[config.mk]
export PLATFORM = sky130hd
export DESIGN_NAME = arb_client_ctrl_flat
export DESIGN_NICKNAME = d
export VERILOG_FILES = /design/src/rtl/arb_client_if.sv /design/src/rtl/arb_client_ctrl.sv /design/src/flat_wrapper.sv
export SDC_FILE = /design/constraint.sdc
export NUM_CORES = 1
export LEC_CHECK = 0
export ABC_AREA = 1
export CORE_MARGIN = 8
export CORE_UTILIZATION = 25
export DETAILED_ROUTE_END_ITERATION = 16
export PLACE_DENSITY = 0.41
export SYNTH_ARGS = -nofsm -noshare
export SYNTH_HDL_FRONTEND = slang
export SYNTH_SLANG_ARGS = --single-unit
[constraint.sdc]
create_clock -name clk -period 6.27 [get_ports clk]
set_input_delay 1.5675 -clock clk [delete_from_list [all_inputs] [get_ports clk]]
set_output_delay 1.5675 -clock clk [all_outputs]
set_load 0.03 [all_outputs]
[src/rtl/arb_client_if.sv]
// arb_client_if: job/request/grant/burst bundle between job sources, the arbiter and arb_client_ctrl (master = controller side)
interface arb_client_if #(
  parameter int N = 4,
  parameter int BURST_W = 4
);
  logic en;
  logic [N-1:0] job_valid;
  logic [N-1:0] job_ready;
  logic [BURST_W-1:0] burst_len;
  logic [N-1:0] req;
  logic [N-1:0] grant;
  logic xfer_valid;
  logic [$clog2(N)-1:0] xfer_ch;
  logic xfer_last;
  logic [N-1:0] done;
  logic err;
  modport master (
    input en, job_valid, burst_len, grant,
    output job_ready, req, xfer_valid, xfer_ch, xfer_last, done, err
  );
  modport slave (
    output en, job_valid, burst_len, grant,
    input job_ready, req, xfer_valid, xfer_ch, xfer_last, done, err
  );
endinterface

[src/rtl/arb_client_ctrl.sv]
// arb_client_ctrl: per-channel pending-job counters driving arbiter req, one fixed burst per accepted grant; ports clk, rst, bus (arb_client_if.master); define ARB_CLIENT_TIMEOUT_EN for a TIMEOUT-cycle grant-wait limit
module arb_client_ctrl #(
  parameter int N = 4,
  parameter int CNT_W = 4,
  parameter int BURST_W = 4,
  parameter int TIMEOUT = 64
) (
  input logic clk,
  input logic rst,
  arb_client_if.master bus
);
  localparam int CH_W = $clog2(N);
  typedef enum logic [1:0] {IDLE, WAIT_GNT, XFER, RELEASE} state_t;
  state_t state;
  logic [CNT_W-1:0] pending [N];
  logic [BURST_W-1:0] beat;
  logic [CH_W-1:0] ch, gnt_idx;
  logic [N-1:0] nz, ready, ch_oh, acc, last_oh;
  logic valid_gnt, bad_gnt, beat_fire, last_fire, tmo;
  always_comb begin
    nz = '0;
    ready = '0;
    gnt_idx = '0;
    for (int i = 0; i < N; i++) begin
      nz[i] = pending[i] != '0;
      ready[i] = pending[i] != {CNT_W{1'b1}};
      if (bus.grant[i]) gnt_idx = CH_W'(i);
    end
  end
  assign ch_oh = N'(1) << ch;
  assign valid_gnt = state == WAIT_GNT && bus.en && $onehot(bus.grant) && |(bus.grant & nz);
  assign bad_gnt = state == WAIT_GNT && bus.en && |bus.grant && !valid_gnt;
  assign beat_fire = state == XFER && bus.en && bus.grant[ch];
  assign last_fire = beat_fire && beat == '0;
  assign acc = bus.job_valid & ready;
  assign last_oh = last_fire ? ch_oh : '0;
`ifdef ARB_CLIENT_TIMEOUT_EN
  localparam int TW = $clog2(TIMEOUT + 1);
  logic [TW-1:0] wait_cnt;
  assign tmo = state == WAIT_GNT && bus.en && !valid_gnt && wait_cnt == TW'(TIMEOUT - 1);
  always_ff @(posedge clk) begin
    if (rst || state != WAIT_GNT) wait_cnt <= '0;
    else if (bus.en) wait_cnt <= wait_cnt + 1'b1;
  end
`else
  assign tmo = 1'b0;
`endif
  always_ff @(posedge clk) begin
    if (rst) begin
      state <= IDLE;
      beat <= '0;
      ch <= '0;
      for (int i = 0; i < N; i++) pending[i] <= '0;
    end else begin
      for (int i = 0; i < N; i++) pending[i] <= pending[i] + CNT_W'(acc[i]) - CNT_W'(last_oh[i]);
      case (state)
        IDLE: if (bus.en && |nz) state <= WAIT_GNT;
        WAIT_GNT: begin
          if (valid_gnt) begin
            state <= XFER;
            ch <= gnt_idx;
            beat <= bus.burst_len;
          end else if (tmo) state <= IDLE;
        end
        XFER: begin
          if (last_fire) state <= RELEASE;
          else if (beat_fire) beat <= beat - 1'b1;
        end
        RELEASE: if (bus.en) state <= IDLE;
        default: state <= IDLE;
      endcase
    end
  end
  // req is built only from registered state and counters; grant never reaches it combinationally
  assign bus.req = state == WAIT_GNT ? nz : state == XFER ? ch_oh : '0;
  assign bus.job_ready = ready;
  assign bus.xfer_valid = beat_fire;
  assign bus.xfer_ch = ch;
  assign bus.xfer_last = last_fire;
  assign bus.done = state == RELEASE && bus.en ? ch_oh : '0;
  assign bus.err = bad_gnt || tmo;
endmodule

[src/flat_wrapper.sv]
// flat-port wrapper written by rule: the top's interface ports become plain ports
module arb_client_ctrl_flat 
#(
  parameter int N = 4,
  parameter int CNT_W = 4,
  parameter int BURST_W = 4,
  parameter int TIMEOUT = 64
)
  (clk, rst, bus_en, bus_job_valid, bus_burst_len, bus_grant, bus_job_ready, bus_req, bus_xfer_valid, bus_xfer_ch, bus_xfer_last, bus_done, bus_err);
  arb_client_if #(.N(N), .BURST_W(BURST_W)) bus_i ();
  input logic clk;
  input logic rst;
  input wire logic [$bits(bus_i.en)-1:0] bus_en;
  input wire logic [$bits(bus_i.job_valid)-1:0] bus_job_valid;
  input wire logic [$bits(bus_i.burst_len)-1:0] bus_burst_len;
  input wire logic [$bits(bus_i.grant)-1:0] bus_grant;
  output wire logic [$bits(bus_i.job_ready)-1:0] bus_job_ready;
  output wire logic [$bits(bus_i.req)-1:0] bus_req;
  output wire logic [$bits(bus_i.xfer_valid)-1:0] bus_xfer_valid;
  output wire logic [$bits(bus_i.xfer_ch)-1:0] bus_xfer_ch;
  output wire logic [$bits(bus_i.xfer_last)-1:0] bus_xfer_last;
  output wire logic [$bits(bus_i.done)-1:0] bus_done;
  output wire logic [$bits(bus_i.err)-1:0] bus_err;
  assign bus_i.en = bus_en;
  assign bus_i.job_valid = bus_job_valid;
  assign bus_i.burst_len = bus_burst_len;
  assign bus_i.grant = bus_grant;
  assign bus_job_ready = bus_i.job_ready;
  assign bus_req = bus_i.req;
  assign bus_xfer_valid = bus_i.xfer_valid;
  assign bus_xfer_ch = bus_i.xfer_ch;
  assign bus_xfer_last = bus_i.xfer_last;
  assign bus_done = bus_i.done;
  assign bus_err = bus_i.err;
  arb_client_ctrl #(.N(N), .CNT_W(CNT_W), .BURST_W(BURST_W), .TIMEOUT(TIMEOUT)) u_core (.clk(clk), .rst(rst), .bus(bus_i));
endmodule
## Yosys cells after proc, flatten, opt, wreduce, memory -nomap -nowiden

Memories as Yosys holds them, arrays and structs flattened.
Index checks and enable logic that the tools add are counted.

- Equality and inequality tests: 14
- $lt $le $gt $ge: 1
- Add/sub/neg operators: 12
- Multipliers: 0
- Multiplexer cells: 25
- Div/mod/pow operators: 0
- Shift operators: 1
- Reduce and logical (&&, ||, !) cells: 24
- Bitwise operators: 6

Operators with widths:

| operator | number |
|---|---|
| 2-to-1 mux 4 bit | 11 |
| adder 4 x 1 -> 4 bit | 4 |
| != test 4 bit, second input constant | 4 |
| nonzero test 4 bit | 4 |
| subtractor 4 x 1 -> 4 bit | 4 |
| 2-to-1 mux 2 bit | 6 |
| OR reduction 4 bit | 3 |
| logical AND 1 bit | 10 |
| AND 4 bit | 2 |
| != test 2 x 1 -> 1 bit, second input constant | 4 |
| case mux 2 bit (4 select lines) | 1 |
| case mux 4 bit (2 select lines) | 1 |
| AND reduction 4 bit | 2 |
| 2-to-1 mux 1 bit | 5 |
| adder 1 x 1 -> 2 bit | 2 |
| equality test 2 bit, second input constant | 2 |
| logical NOT 4 bit | 1 |
| != test 2 bit, second input constant | 2 |
| OR 1 bit | 4 |
| left shift 1 x 2 -> 4 bit, first input constant | 1 |
| subtractor 4 x 1 -> 4 bit, second input constant | 1 |
| adder 3 bit | 1 |
| equality test 3 x 1 -> 1 bit, second input constant | 1 |
| < comparator 2 x 3 -> 1 bit, second input constant | 1 |
| other kinds (6) | 6 |

- Bits of input ports: 15
- Logic and storage cells: 87
- Memory bits (writable): 16
- Output and inout port bits: 17
- Bits in latches: 0
- Bits in read-only memories: 0
- Memories: 1
- Flip-flop bits (word level): 8

Memories:

| memory | depth | bits a word | rd ports | clocked after Yosys merged registers in | wr ports | RTL line | source |
|---|---|---|---|---|---|---|---|
| u_core.pending | 4 | 4 | 4 | 0 | 4 | arb_client_ctrl.sv:15 | `logic [CNT_W-1:0] pending [N];` |

## Logic depth before layout (Yosys ltp)

- Word-level depth: 7
- Depth in mapped cells: 14
- Gate-level depth less buffers: 14

## Worst setup path before layout

Ideal clock, no wire load.

- Path type: input to output
- From: in bus_grant[2]
- To: out bus_err
- Data arrival time: 3.519 ns
- Slack: 1.184 ns
- Data required time: 4.702 ns
- Stages: 8
- Cell sequence: inv_1 > ha_1 > ha_1 > fa_1 > nor4_2 > o21ai_2 > inv_1 > a211oi_1

- Longest elaborated chain between the ends: 7
- Elaborated cells between the ends (all ways): 11

RTL lines:

| element | RTL line | source |
|---|---|---|
| from (decl) | flat_wrapper.sv:16 | `input wire logic [$bits(bus_i.grant)-1:0] bus_grant;` |
| adder 1 x 1 -> 2 bit (implied by the code) | arb_client_ctrl.sv:31 | `assign valid_gnt = state == WAIT_GNT && bus.en && $onehot(bus.grant) && \|(bus.grant & nz);` |
| adder 3 bit (implied by the code) | arb_client_ctrl.sv:31 |  |
| equality test 3 x 1 -> 1 bit | arb_client_ctrl.sv:31 |  |
| logical AND 1 bit (2 in series) | arb_client_ctrl.sv:31 |  |
| logical NOT 1 bit | arb_client_ctrl.sv:32 | `assign bad_gnt = state == WAIT_GNT && bus.en && \|bus.grant && !valid_gnt;` |
| logical AND 1 bit * | arb_client_ctrl.sv:32 |  |
| to (decl) | flat_wrapper.sv:23 | `output wire logic [$bits(bus_i.err)-1:0] bus_err;` |

Mark *: on every way between the ends. The rest lies on a longest branch, timed or not.

## Worst setup path in the final report

Same ends and word-level chain as after synthesis.

==> flow_summary_export.csv <==
group,metric,value,unit
yosys,synth-simple-area-share,23.56,%
yosys,synth_area_per_cell,7.166,um2
yosys,synth_xor_area_share,1.778,%
pwr,total_power,0.0008350,W
layout,drive_above_1_share,4.870,%
pwr,powerDensity,338.8,mW/mm2
timing,slew_headroom,62.38,%
timing,skew,0.01115,ns
setup_path,worstPathRequired,4.70,ns
setup_path,cp_max_fo,4,
setup_path,start_kind,"input pin",
clocking,clockBufferDepth,2,
grt,grt_pass1_wl,8335,um
setup_path,path_class,"in -> out",
floorplanning,fp.dieArea,0.01098,mm2
floorplanning,start_util,25.63,%
timing,tightest_slew,0.5625,ns
grt,antenna_found_initial,0,
drt,vias,1667,
floorplanning,die_y,104.8,um
clocking,cts_htree_levels,1,
drt,avgViaCountPerCell,4.066,
floorplanning,core,0.007687,mm2
placement,gp_congestion,0.7695,
placement,hpwlAfterDp,3791,um
pwr,ir_drop,0.0001223,V
floorplanning,die_w,104.8,um
timing,slew_viol_final,0,
yosys,synth_top_area_cell,"dfxtp_1",
clocking,postCtsHoldBufs,0,
clocking,path_clk_slew,0.11,ns
yosys,ys_warn_count,0,
yosys,seq_area_frac_synth,24.38,%
grt,grt_max_degree,15,
layout,nets,364,
hold_path,hold_class,"reg -> reg",
timing,finalCritPeriodShare,94.56,%
job,maxCapViolations,0,
timing,max_freq,0.1687,GHz
yosys,synth.area.mux_share,0,%
timing,setup_viol,0,
layout,final_cells,410,
clocking,cts_buffers,3,
placement,portBuffers,31,
setup_path,worst_setup_path_end_kind,"primary output",
yosys,syn_inst,275,
yosys,synth_area,0.001971,mm2
yosys,synth_fa_ha_area_share,27.30,%
layout,syn_to_final_growth,25.08,%
timing,hold_violations,0,
grt,grtUsageTotal,9.157,%
clocking,cts.sinks,24,
yosys,ys_types,30,
yosys,synth_top_family_by_area,"adder cells",
clocking,cts-root-buf,"clkbuf_8",
yosys,yosysTopAreaCellShare,24.38,%
grt,grt_overflow,0,
yosys,ys_top_cells_by_area,"dfxtp_1 24%, ha_1 22%, inv_1 12%, nand2_1 9.0%, nor2_1 7.0%",
drt,antenna_left,0,
pwr,power_leakage,1.221,nW
placement,dp.cells,406,
layout,insertedDiodeCount,0,
clocking,post_cts_resized,0,
drt,drc,0,
yosys,ys_ff_latch,24,
timing,min_period,5.929,ns
clocking,cts_tree,"done",
drt,totalWireLength,4718,um
grt,grt_pass1_vias,1784,
floorplanning,rows,32,
drt,drt-initial-drc-count,61,
timing,fin_tns_setup,0,ns
layout,post-route-util,32.06,%
clocking,cts_setup_buffers,0,
yosys,synth_compound_gate_area_share,9.651,%
floorplanning,ioPinCount,32,
drt,first_pass_iters,4,
setup_path,arrival,4.36,ns
drt,wire_per_inst,11.51,um
yosys,syn-num-nets,330,
timing,rsz0062_at_grt,"false",
clocking,clk_latency,0.29,ns
run_status,status,"complete, no violations",
[cell type report]
type                            instances  area (um2)
Inverter                               66       247.7
Multi-Input combinational cell        183        1227
Timing Repair Buffer                   31       310.3
Clock buffer                            3       41.29
Sequential cell                        24       480.5
Clock inverter                          1       30.03
Tap cell                              102       127.6
Fill cell                             858        5223
[registers in the layout, indices dropped and copies added, names as in the netlist]
register / cells
u_core.pending: 16
u_core.state: 2
u_core.bus.xfer_ch: 2
u_core.beat: 4
[cells in the final DEF (no fill, tap or decap), types with 3 or more instances in the layout]
cell	netlist	layout
inv_1	65	65
ha_1	35	35
dfxtp_1	24	24
a21oi_1	9	9
fa_1	5	5
o21ai_0	15	15
clkbuf_8	0	3
nor2_1	37	37
clkdlybuf4s50_1	0	31
nand2_2	4	4
a211oi_1	3	3
nand3_1	8	8
nand2_1	47	47
[cells in the mapped netlist, drive strengths merged]
master / n
clkbuf: 1
nand4: 2
a21oi: 9
dfxtp: 24
nor3b: 1
xor2: 2
a211oi: 3
o21bai: 1
nand2: 52
xnor2: 2
nand3: 10
a21o: 1
inv: 66
o21ai: 17
ha: 35
nor4: 2
nor2: 38
a31oi: 1
buf: 1
o22ai: 2
fa: 5
[worst max-delay path, cell delays in order]
cell	delay (ns)
clkdlybuf4s50_1	0.53
inv_1	0.08
ha_1	0.29
ha_1	0.21
fa_1	0.51
nor4_2	0.06
o21ai_2	0.09
inv_1	0.09
a211oi_1	0.22
clkdlybuf4s50_1	0.72
[routing by layer]
metal	global-route usage, %	wire length [um]	vias up
met5	0	0	-
met4	3.670	80	0
met3	1.597	149	5
met2	14.80	2072	32
met1	11.78	2416	720
li1	-	-	910
[where the power goes]
group	leakage [nW]	switching (W)	internal, W
Combinational	0.987	0.000280	0.000180
Clock	0.0357	0.0000610	0.0000857
Sequential	0.198	0.0000325	0.000196
[final timing paths]
check / startpoint / end / slack (ns) / depth (start not counted)
setup / recovery: bus_grant[2] / bus_err / 0.34 / 10
hold / removal: u_core.beat[3] / u_core.beat[3] / 0.58 / 4
setup reg to reg: u_core.beat[0] / u_core.pending[0][6] / 3.77 / 12
hold reg to reg: u_core.beat[3] / u_core.beat[3] / 0.58 / 4
[cell families (layout without fill, tap and decap cells)]
logic type | after synthesis | count (layout)
AOI/OAI and AO/OA | 34 | 34
xor gates and xnor gates | 4 | 4
adders and majority gates | 40 | 40
buffers and inverters | 68 | 101
DFF | 24 | 24
and+or+nand+nor | 105 | 105
[stage by stage]
| stage | hold slack (ns) | setup WS (ns) | cell area (um2) |
|---|---|---|---|
| 2_1_floorplan | 0.5227 | 1.184 | 1971 |
| 3_3_place_gp | 0.5603 | 0.3482 | 2394 |
| 3_5_place_dp | 0.5634 | 0.3384 | 2394 |
| 4_1_cts | 0.5783 | 0.3159 | 2465 |
| 5_1_grt | 0.6269 | 0.1649 | 2465 |
| 6_report | 0.5751 | 0.3409 | 2465 |
Power figures use the tool's default switching activity.
